`src/rtl/fifo_drain_arbiter_if.sv`:
```
// Bundle of per-source FIFO read ports and the shared valid/ready output channel.
// The master modport is the arbiter side; slave is the FIFO/consumer side.
interface fifo_drain_arbiter_if #(
  parameter int unsigned NUM_SRC = 2,
  parameter int unsigned WIDTH   = 16
);
  localparam int unsigned SrcW = $clog2(NUM_SRC);

  logic [NUM_SRC-1:0]       src_empty_i;
  logic [NUM_SRC*WIDTH-1:0] src_data_i;
  logic [NUM_SRC-1:0]       src_rd_en_o;
  logic                     m_valid_o;
  logic                     m_ready_i;
  logic [WIDTH-1:0]         m_data_o;
  logic [SrcW-1:0]          m_src_o;

  modport master (
    input  src_empty_i,
    input  src_data_i,
    output src_rd_en_o,
    output m_valid_o,
    input  m_ready_i,
    output m_data_o,
    output m_src_o
  );

  modport slave (
    output src_empty_i,
    output src_data_i,
    input  src_rd_en_o,
    input  m_valid_o,
    output m_ready_i,
    input  m_data_o,
    input  m_src_o
  );
endinterface

```
`src/rtl/fifo_drain_arbiter.sv`:
```
// Round-robin burst drain scheduler: pulls words from NUM_SRC FIFOs into one
// registered valid/ready output, staying on a source for up to BURST words.
module fifo_drain_arbiter #(
  parameter int unsigned NUM_SRC = 2,
  parameter int unsigned WIDTH   = 16,
  parameter int unsigned BURST   = 4
) (
  input  logic                 clk_i,
  input  logic                 rst_n,
  input  logic                 enable_i,
  fifo_drain_arbiter_if.master drain_io
);
  localparam int unsigned SrcW = $clog2(NUM_SRC);
  localparam int unsigned CntW = $clog2(BURST + 1);
  localparam logic [CntW-1:0] BurstMax = CntW'(BURST);
  localparam logic [SrcW-1:0] LastSrc  = SrcW'(NUM_SRC - 1);

  typedef enum logic [0:0] {StIdle, StBurst} state_e;

  state_e           state_q, state_d;
  logic [SrcW-1:0]  cur_q, cur_d;
  logic [CntW-1:0]  cnt_q, cnt_d;
  logic             m_valid_q;
  logic [WIDTH-1:0] m_data_q;
  logic [SrcW-1:0]  m_src_q;

  logic             can_load;
  logic             do_read;
  logic [SrcW-1:0]  sel;
  logic             rot_found;
  logic [SrcW-1:0]  rot_idx;
  logic [WIDTH-1:0] src_word [NUM_SRC];

  for (genvar g = 0; g < NUM_SRC; g++) begin : g_unpack
    assign src_word[g] = drain_io.src_data_i[g*WIDTH +: WIDTH];
  end

  // First non-empty source after cur, wrapping, with cur itself checked last.
  always_comb begin
    int unsigned     cand;
    logic [SrcW-1:0] cand_idx;
    rot_found = 1'b0;
    rot_idx   = cur_q;
    cand      = 0;
    cand_idx  = '0;
    for (int unsigned k = 1; k <= NUM_SRC; k++) begin
      cand     = (32'(cur_q) + k) % NUM_SRC;
      cand_idx = SrcW'(cand);
      if (!rot_found && !drain_io.src_empty_i[cand_idx]) begin
        rot_found = 1'b1;
        rot_idx   = cand_idx;
      end
    end
  end

  assign can_load = enable_i && (!m_valid_q || drain_io.m_ready_i);

  always_comb begin
    state_d = state_q;
    cur_d   = cur_q;
    cnt_d   = cnt_q;
    sel     = cur_q;
    do_read = 1'b0;
    if (!enable_i) begin
      state_d = StIdle;
      cnt_d   = '0;
    end else if (can_load) begin
      if (state_q == StBurst && !drain_io.src_empty_i[cur_q] && cnt_q < BurstMax) begin
        do_read = rst_n;
        cnt_d   = cnt_q + CntW'(1);
      end else if (rot_found) begin
        do_read = rst_n;
        sel     = rot_idx;
        cur_d   = rot_idx;
        cnt_d   = CntW'(1);
        state_d = StBurst;
      end else begin
        state_d = StIdle;
        cnt_d   = '0;
      end
    end
  end

  always_comb begin
    drain_io.src_rd_en_o      = '0;
    drain_io.src_rd_en_o[sel] = do_read;
  end

  always_ff @(posedge clk_i) begin
    if (!rst_n) begin
      state_q   <= StIdle;
      cur_q     <= LastSrc;
      cnt_q     <= '0;
      m_valid_q <= 1'b0;
      m_data_q  <= '0;
      m_src_q   <= '0;
    end else begin
      state_q <= state_d;
      cur_q   <= cur_d;
      cnt_q   <= cnt_d;
      if (do_read) begin
        m_valid_q <= 1'b1;
        m_data_q  <= src_word[sel];
        m_src_q   <= sel;
      end else if (drain_io.m_ready_i) begin
        m_valid_q <= 1'b0;
      end
    end
  end

  assign drain_io.m_valid_o = m_valid_q;
  assign drain_io.m_data_o  = m_data_q;
  assign drain_io.m_src_o   = m_src_q;
endmodule

```
`src/flat_wrapper.sv`:
```
// flat-port wrapper written by rule: the top's interface ports become plain ports
module fifo_drain_arbiter_flat 
#(
  parameter int unsigned NUM_SRC = 2,
  parameter int unsigned WIDTH   = 16,
  parameter int unsigned BURST   = 4
)
  (clk_i, rst_n, enable_i, drain_io_src_empty_i, drain_io_src_data_i, drain_io_src_rd_en_o, drain_io_m_valid_o, drain_io_m_ready_i, drain_io_m_data_o, drain_io_m_src_o);
  fifo_drain_arbiter_if #(.NUM_SRC(NUM_SRC), .WIDTH(WIDTH)) drain_io_i ();
  input  logic clk_i;
  input  logic rst_n;
  input  logic enable_i;
  input wire logic [$bits(drain_io_i.src_empty_i)-1:0] drain_io_src_empty_i;
  input wire logic [$bits(drain_io_i.src_data_i)-1:0] drain_io_src_data_i;
  output wire logic [$bits(drain_io_i.src_rd_en_o)-1:0] drain_io_src_rd_en_o;
  output wire logic [$bits(drain_io_i.m_valid_o)-1:0] drain_io_m_valid_o;
  input wire logic [$bits(drain_io_i.m_ready_i)-1:0] drain_io_m_ready_i;
  output wire logic [$bits(drain_io_i.m_data_o)-1:0] drain_io_m_data_o;
  output wire logic [$bits(drain_io_i.m_src_o)-1:0] drain_io_m_src_o;
  assign drain_io_i.src_empty_i = drain_io_src_empty_i;
  assign drain_io_i.src_data_i = drain_io_src_data_i;
  assign drain_io_src_rd_en_o = drain_io_i.src_rd_en_o;
  assign drain_io_m_valid_o = drain_io_i.m_valid_o;
  assign drain_io_i.m_ready_i = drain_io_m_ready_i;
  assign drain_io_m_data_o = drain_io_i.m_data_o;
  assign drain_io_m_src_o = drain_io_i.m_src_o;
  fifo_drain_arbiter #(.NUM_SRC(NUM_SRC), .WIDTH(WIDTH), .BURST(BURST)) u_core (.clk_i(clk_i), .rst_n(rst_n), .enable_i(enable_i), .drain_io(drain_io_i));
endmodule
```
`config.mk`:
```
export PLATFORM = sky130hd
export DESIGN_NAME = fifo_drain_arbiter_flat
export DESIGN_NICKNAME = d
export VERILOG_FILES = /design/src/rtl/fifo_drain_arbiter_if.sv /design/src/rtl/fifo_drain_arbiter.sv /design/src/flat_wrapper.sv
export SDC_FILE = /design/constraint.sdc
export NUM_CORES = 1
export LEC_CHECK = 0
export ABC_AREA = 1
export CAP_MARGIN = 20
export CORE_ASPECT_RATIO = 0.8
export CORE_MARGIN = 2
export CORE_UTILIZATION = 41
export DETAILED_ROUTE_END_ITERATION = 6
export GPL_ROUTABILITY_DRIVEN = 0
export HOLD_SLACK_MARGIN = 0.05
export MAX_ROUTING_LAYER = met4
export PLACE_DENSITY = 0.85
export SLEW_MARGIN = 40
export SYNTH_ARGS = -nofsm -noshare
export SYNTH_HDL_FRONTEND = slang
export SYNTH_SLANG_ARGS = --single-unit
```
`constraint.sdc`:
```
create_clock -name clk_i -period 2.45 [get_ports clk_i]
set_input_delay 0.735 -clock clk_i [delete_from_list [all_inputs] [get_ports clk_i]]
set_output_delay 0.735 -clock clk_i [all_outputs]
set_load 0.1 [all_outputs]
```
Word level (Yosys, flattened, before mapping)
Cells that the tools add are included.
{"block": "word_totals", "reg_bits": 23, "out_inout_bits": 20, "elab_cells": 59, "in_bits": 38}
{"block": "op_classes", "addsub": 3, "bitwise": 3, "mux": 28, "magnitude_cmp": 7, "n_reduce_logical": 12}
{"operator": "16-bit two-way mux", "n": 3}
{"operator": "1-bit two-way mux", "n": 23}
{"operator": "1-bit by 2-bit < comparator with 1-bit output, second input constant", "n": 4}
{"operator": "1-bit logical AND", "n": 5}
{"operator": "2-bit AND reduction", "n": 2}
{"operator": "3-bit by 1-bit adder with 3-bit output, second input constant", "n": 1}
{"operator": "1-bit zero test", "n": 3}
{"operator": "3-bit < comparator, second input constant", "n": 1}
{"operator": "3-bit two-way mux", "n": 1}
{"operator": "1-bit adder, second input constant", "n": 2}
{"operator": "2-bit AND", "n": 1}
{"operator": "2-bit >= comparator, second input constant", "n": 1}
{"operator": "1-bit inverter with 2-bit output", "n": 1}
{"operator": "2-bit nonzero test", "n": 1}
{"operator": "1-bit demux with 1-bit select", "n": 1}
{"operator": "1-bit >= comparator, second input constant", "n": 1}
{"operator": "1-bit logical OR", "n": 1}
{"operator": "1-bit inverter", "n": 1}

Logic depth before layout (Yosys ltp)
{"block": "logic_depth", "ltp_word": 15, "depth_mapped": 11, "depth_no_buf": 10}

Least setup slack after synthesis
OpenSTA, ideal clock, no wires.
{"block": "synth_path", "kind": "register to output", "start": "register u_core.m_valid_q (netlist: u_core.drain_io.m_valid_o)", "end": "output drain_io_src_rd_en_o[0]", "arrival_time_ps": 2878, "slack_ps": -1163, "n_path_buf": 1, "stages_incl_launch_ff": 6, "required_ps": 1715, "cell_sequence": "dfxtp_1 a21oi_4 nand3_2 nand2_4 buf_6 nor2_1"}
{"block": "synth_between", "elab_chain_cells": 10, "elab_cells_between_ends": 13, "cone_classes": "order compare: 2; mux: 6; bitwise: 1; reduce/logical: 4"}
{"item": "start: declaration", "line": "fifo_drain_arbiter.sv:23", "rtl": "logic m_valid_q;"}
{"item": "start signal: assignment", "line": "fifo_drain_arbiter.sv:94", "rtl": "m_valid_q <= 1'b0;"}
{"item": "start signal: assignment", "line": "fifo_drain_arbiter.sv:102", "rtl": "m_valid_q <= 1'b1;"}
{"item": "start signal: assignment", "line": "fifo_drain_arbiter.sv:106", "rtl": "m_valid_q <= 1'b0;"}
{"item": "1-bit zero test *", "line": "fifo_drain_arbiter.sv:56", "rtl": "assign can_load = enable_i && (!m_valid_q || drain_io.m_ready_i);"}
{"item": "1-bit logical OR *", "line": "fifo_drain_arbiter.sv:56"}
{"item": "1-bit logical AND *", "line": "fifo_drain_arbiter.sv:56"}
{"item": "1-bit two-way mux", "line": "fifo_drain_arbiter.sv:67", "rtl": "end else if (can_load) begin"}
{"item": "1-bit two-way mux", "line": "fifo_drain_arbiter.sv:64", "rtl": "if (!enable_i) begin"}
{"item": "1-bit by 2-bit < comparator with 1-bit output (not written as such) / 1-bit >= comparator (equally long branches)", "line": "fifo_drain_arbiter.sv:86", "rtl": "drain_io.src_rd_en_o[sel] = do_read;"}
{"item": "1-bit logical AND (not written as such)", "line": "fifo_drain_arbiter.sv:86"}
{"item": "1-bit two-way mux (not written as such)", "line": "fifo_drain_arbiter.sv:86"}
{"item": "1-bit demux with 1-bit select"}
{"item": "2-bit AND (no line) *"}
{"item": "end: declaration", "line": "flat_wrapper.sv:15", "rtl": "output wire logic [$bits(drain_io_i.src_rd_en_o)-1:0] drain_io_src_rd_en_o;"}
Every way passes the cells marked *; elsewhere a longest branch is shown, timed or not.

Worst setup path in the final report
{"block": "layout_path", "start": "input enable_i", "end": "output drain_io_src_rd_en_o[0]"}
{"block": "layout_between", "elab_chain_cells": 8, "elab_cells_between_ends": 11, "cone_classes": "order compare: 2; mux: 6; bitwise: 1; reduce/logical: 2"}
{"item": "start: declaration", "line": "flat_wrapper.sv:12", "rtl": "input logic enable_i;"}
{"item": "1-bit logical AND", "line": "fifo_drain_arbiter.sv:56"}
{"item": "1-bit two-way mux", "line": "fifo_drain_arbiter.sv:67"}
{"item": "1-bit two-way mux", "line": "fifo_drain_arbiter.sv:64"}
{"item": "1-bit by 2-bit < comparator with 1-bit output (not written as such) / 1-bit >= comparator (equally long branches)", "line": "fifo_drain_arbiter.sv:86"}
{"item": "1-bit logical AND (not written as such)", "line": "fifo_drain_arbiter.sv:86"}
{"item": "1-bit two-way mux (not written as such)", "line": "fifo_drain_arbiter.sv:86"}
{"item": "1-bit demux with 1-bit select"}
{"item": "2-bit AND (no line) *"}
Marked as above.

==> parameters.txt <==
Parameter                              Value

Status
  Result of the run ... finished, final reports clean

Yosys
  Post-Synthesis Cells ... 173
  Post-Synthesis Mean Instance Area ... 7.25 µm²
  Yosys warning total ... 0
  Syn_nets ... 212
  Synth unique cells ... 22
  Total standard cell area after synthesis ... 0.00125 mm²
  Post-synthesis register bit count ... 23
  Register area share after synthesis ... 0.367

CTS
  Number of H-tree branching levels ... 1
  CTS tree ... yes
  Clock tree root driver cell ... clkbuf_8
  Number of buffers added by the clock tree synthesis step ... 3
  Number of sinks on the clock net ... 23
  Worst-case clock buffer depth ... 2
  Hold Buf Count CTS ... 0
  Skew-Pair Late Insertion Delay ... 0.26 ns
  Clock transition at the registers of the reported paths ... around 0.080 ns

Route
  Detailed-routed wire length on met3 ... 226 µm
  Post-route DRC ... 0
  Number of optimization iterations in the first detailed-route pass ... 4
  Routed Wire Length ... 3580 µm
  Via Count ... 1380
  Remaining number of nets flagged by the antenna check after routing ... 0
  Via density per instance ... 4.89
  Number of design-rule violations left by the first detailed-router iteration ... 67
  Mean routed wirelength per cell ... 12.7 µm
  Wire length the detailed router placed on met1 ... 1580 µm
  Uppermost routed layer ... met4
  Detailed-routed wire length on met2 ... 1740 µm

Placed design
  DP Wirelength ... 2530 µm
  Number of placed instances with taps included ... 270
  PortBufs ... between 50 and 60

GRT
  Global-route wire length before repair ... 5620 µm
  Tot GR Track Use ... 0.219
  Number of global-route vias before repair ... 1244
  Number of antenna violations at the first check in global routing ... 0
  Sum of overflow across all layers after global routing ... 0
  Maximum number of pins on one net before global-route repair ... 21

Power
  Total power divided by cell area ... approximately 530 mW/mm²
  Worst-case vdd ir drop ... 0.000265 V
  Register share of total power ... 0.389
  Sw power ... between 0.4 and 0.5 mW
  Logic pwr share ... 0.390
  Proportion of power drawn by the clock network ... 0.220
  Power, Total ... ~1.1 mW
  Int Power ... 0.658 mW
  Net switching share of the total power ... 0.381
  Leakage dissipation ... 0.994 nW

Timing
  Setup_tns ... 0 ns
  Fin crit period ... about 2.4 ns
  Worst hold slack across all endpoints ... 0.478 ns
  Hold violation total from the final report ... 0
  Unrepaired setup endpoints after global routing ... false
  Max transition margin ... 0.811
  Worst Tran Pin Value ... 0.286 ns
  Max Clk Rate ... 418 MHz
  Count of final setup violators ... 0
  Final number of max-transition violations ... 0
  Fraction of the cycle the final worst path needs ... 0.976
  Max Clock Skew ... 0.00999 ns

Die
  Starting density of the core ... 0.444
  Die ar. ... 0.00352 mm²
  Vertical die dimension ... 53.5 µm
  Die outline width ... 65.9 µm
  Ports ... 58
  Core Box Area ... 0.00283 mm²
  Row count ... 17

Setup path
  Worst reg-to-reg path cell count ... 12
  Maximum fanout encountered on the critical timing path ... 4
  Required time worst endpoint ... between 1.5 and 2 ns
  Terminus of the critical flop-to-flop path ... u_core.drain_io.m_data_o[14]$_SDFFE_PN0P_
  Reg-to-reg setup timing slack ... 0.60 ns
  Crit path launch type ... primary input
  Launching instance or port of the critical path ... enable_i
  Data arrival time at the worst-slack endpoint ... 1.66 ns
  Source of the worst register-to-register timing path ... u_core.cur_q$_SDFF_PN1_
  Crit end category ... primary output
  End point of the critical path ... drain_io_src_rd_en_o[0]
  Type of the setup path with the least slack ... primary input to primary output

Cells and area
  Share of final-layout standard cells stronger than drive strength 1 ... 0.299
  Core occupancy in the finished layout ... 0.712
  Commonest cells after routing, fill and taps aside ... nand2_1, buf_4, clkdlybuf4s50_1, nand3_1, dfxtp_1
  Area added between synthesis and finish ... 60.4%
  Antenna diode count ... 0
  Post-layout net count ... 284
  Register cell area after layout ... 462 µm²
  Area used by multi-input combinational logic ... 669 µm²
  Filler instances ... 229
  Number of standard cells in the final layout excluding fillers ... 282
  Most frequent standard cell in the layout excluding fill and tap cells ... nand2_1

Worst hold path
  Tightest Hold Check Type ... register to register

Flow run
  Total of max-cap violations ... 0
==> cell usage after synthesis <==
| master | number | share of area |
|---|---|---|
| dfxtp_1 | 23 | 0.37 |
| nand3_2 | 11 | 0.088 |
| buf_2 | 3 | 0.012 |
| buf_1 | 1 | 0.0030 |
| nor2_4 | 1 | 0.0090 |
| nand3_1 | 27 | 0.11 |
| nand2_4 | 1 | 0.0090 |
| a21oi_1 | 3 | 0.012 |
| inv_2 | 3 | 0.0090 |
| nand4_1 | 16 | 0.080 |
| o21ai_1 | 1 | 0.0040 |
| nand2_2 | 2 | 0.010 |
| buf_6 | 2 | 0.018 |
| ha_1 | 1 | 0.010 |
| o221ai_1 | 2 | 0.014 |
| nand2_1 | 41 | 0.12 |
| buf_4 | 3 | 0.018 |
| a21oi_4 | 1 | 0.013 |
| nor2_1 | 6 | 0.018 |
| nor3_1 | 1 | 0.0040 |
| o21ai_0 | 1 | 0.0040 |
| inv_1 | 23 | 0.069 |
==> per-layer routing <==
metal / up-vias / track usage
met4: 0 / 0.0451
met1: 616 / 0.271
met5: - / -
met3: 4 / 0.0574
met2: 47 / 0.362
li1: 713 / -
==> worst max-delay path, cell delays in order <==
cell	delay, ns
buf_2	0.11
inv_4	0.04
a21oi_4	0.17
nand2_2	0.09
nor2_4	0.16
inv_2	0.08
nor2_4	0.10
buf_12	0.18
==> timing repair <==
item	4_1_cts	5_1_grt
resized for setup	20	3
pin swaps	8	7
endpoints found under the setup margin	2	2
buffers inserted	5	3
==> state kept, by name (all words and copies together), names as in the netlist <==
| name | count |
|---|---|
| u_core.drain_io.m_valid_o | 1 |
| u_core.cnt_q | 3 |
| u_core.state_q | 1 |
| u_core.cur_q | 1 |
| u_core.drain_io.m_data_o | 16 |
| u_core.drain_io.m_src_o | 1 |
==> worst min path at each step <==
stage | start | to | depth (start not counted)
final | u_core.drain_io.m_src_o$_SDFFE_PN0P_ | u_core.drain_io.m_src_o$_SDFFE_PN0P_ | 2
after global routing | u_core.drain_io.m_src_o$_SDFFE_PN0P_ | u_core.drain_io.m_src_o$_SDFFE_PN0P_ | 2
after CTS | u_core.drain_io.m_src_o$_SDFFE_PN0P_ | u_core.drain_io.m_src_o$_SDFFE_PN0P_ | 2
after detailed placement | u_core.drain_io.m_src_o$_SDFFE_PN0P_ | u_core.drain_io.m_src_o$_SDFFE_PN0P_ | 2
after global placement | u_core.state_q$_SDFFE_PN0P_ | u_core.state_q$_SDFFE_PN0P_ | 2
after floorplan | u_core.state_q$_SDFFE_PN0P_ | u_core.state_q$_SDFFE_PN0P_ | 2
==> cell type report <==
cell class                      instances  share of cell area
Multi-Input combinational cell        115               0.333
Timing Repair Buffer                   76               0.334
Inverter                               26              0.0578
Sequential cell                        23               0.229
Tap cell                               38              0.0236
Clock buffer                            4              0.0224
==> through the flow <==
| step | setup WS [ns] | instance area (µm²) |
|---|---|---|
| floorplan | -0.164 | 1300 |
| global placement | -0.446 | 1910 |
| detailed placement | -0.476 | 1910 |
| CTS | 0.0106 | 1990 |
| global route | 0.00572 | 2010 |
| finish | 0.0591 | 2010 |
==> power groups by stage <==
stage	Combinational, mW	Clock [mW]	Sequential [mW]
4_1_cts	0.408	0.241	0.413
3_5_place_dp	0.399	0	0.421
6_report	0.415	0.234	0.413
2_1_floorplan	0.135	0	0.553
3_3_place_gp	0.394	0	0.421
5_1_grt	0.439	0.260	0.416
==> cell families after synthesis <==
logic type,count (synthesis),synth area share
simple gates,106,0.448
fa+ha+maj,1,0.00997
compound gates,8,0.0469
flops,23,0.367
buf+inv,35,0.129
Power figures use the tool's default switching activity.
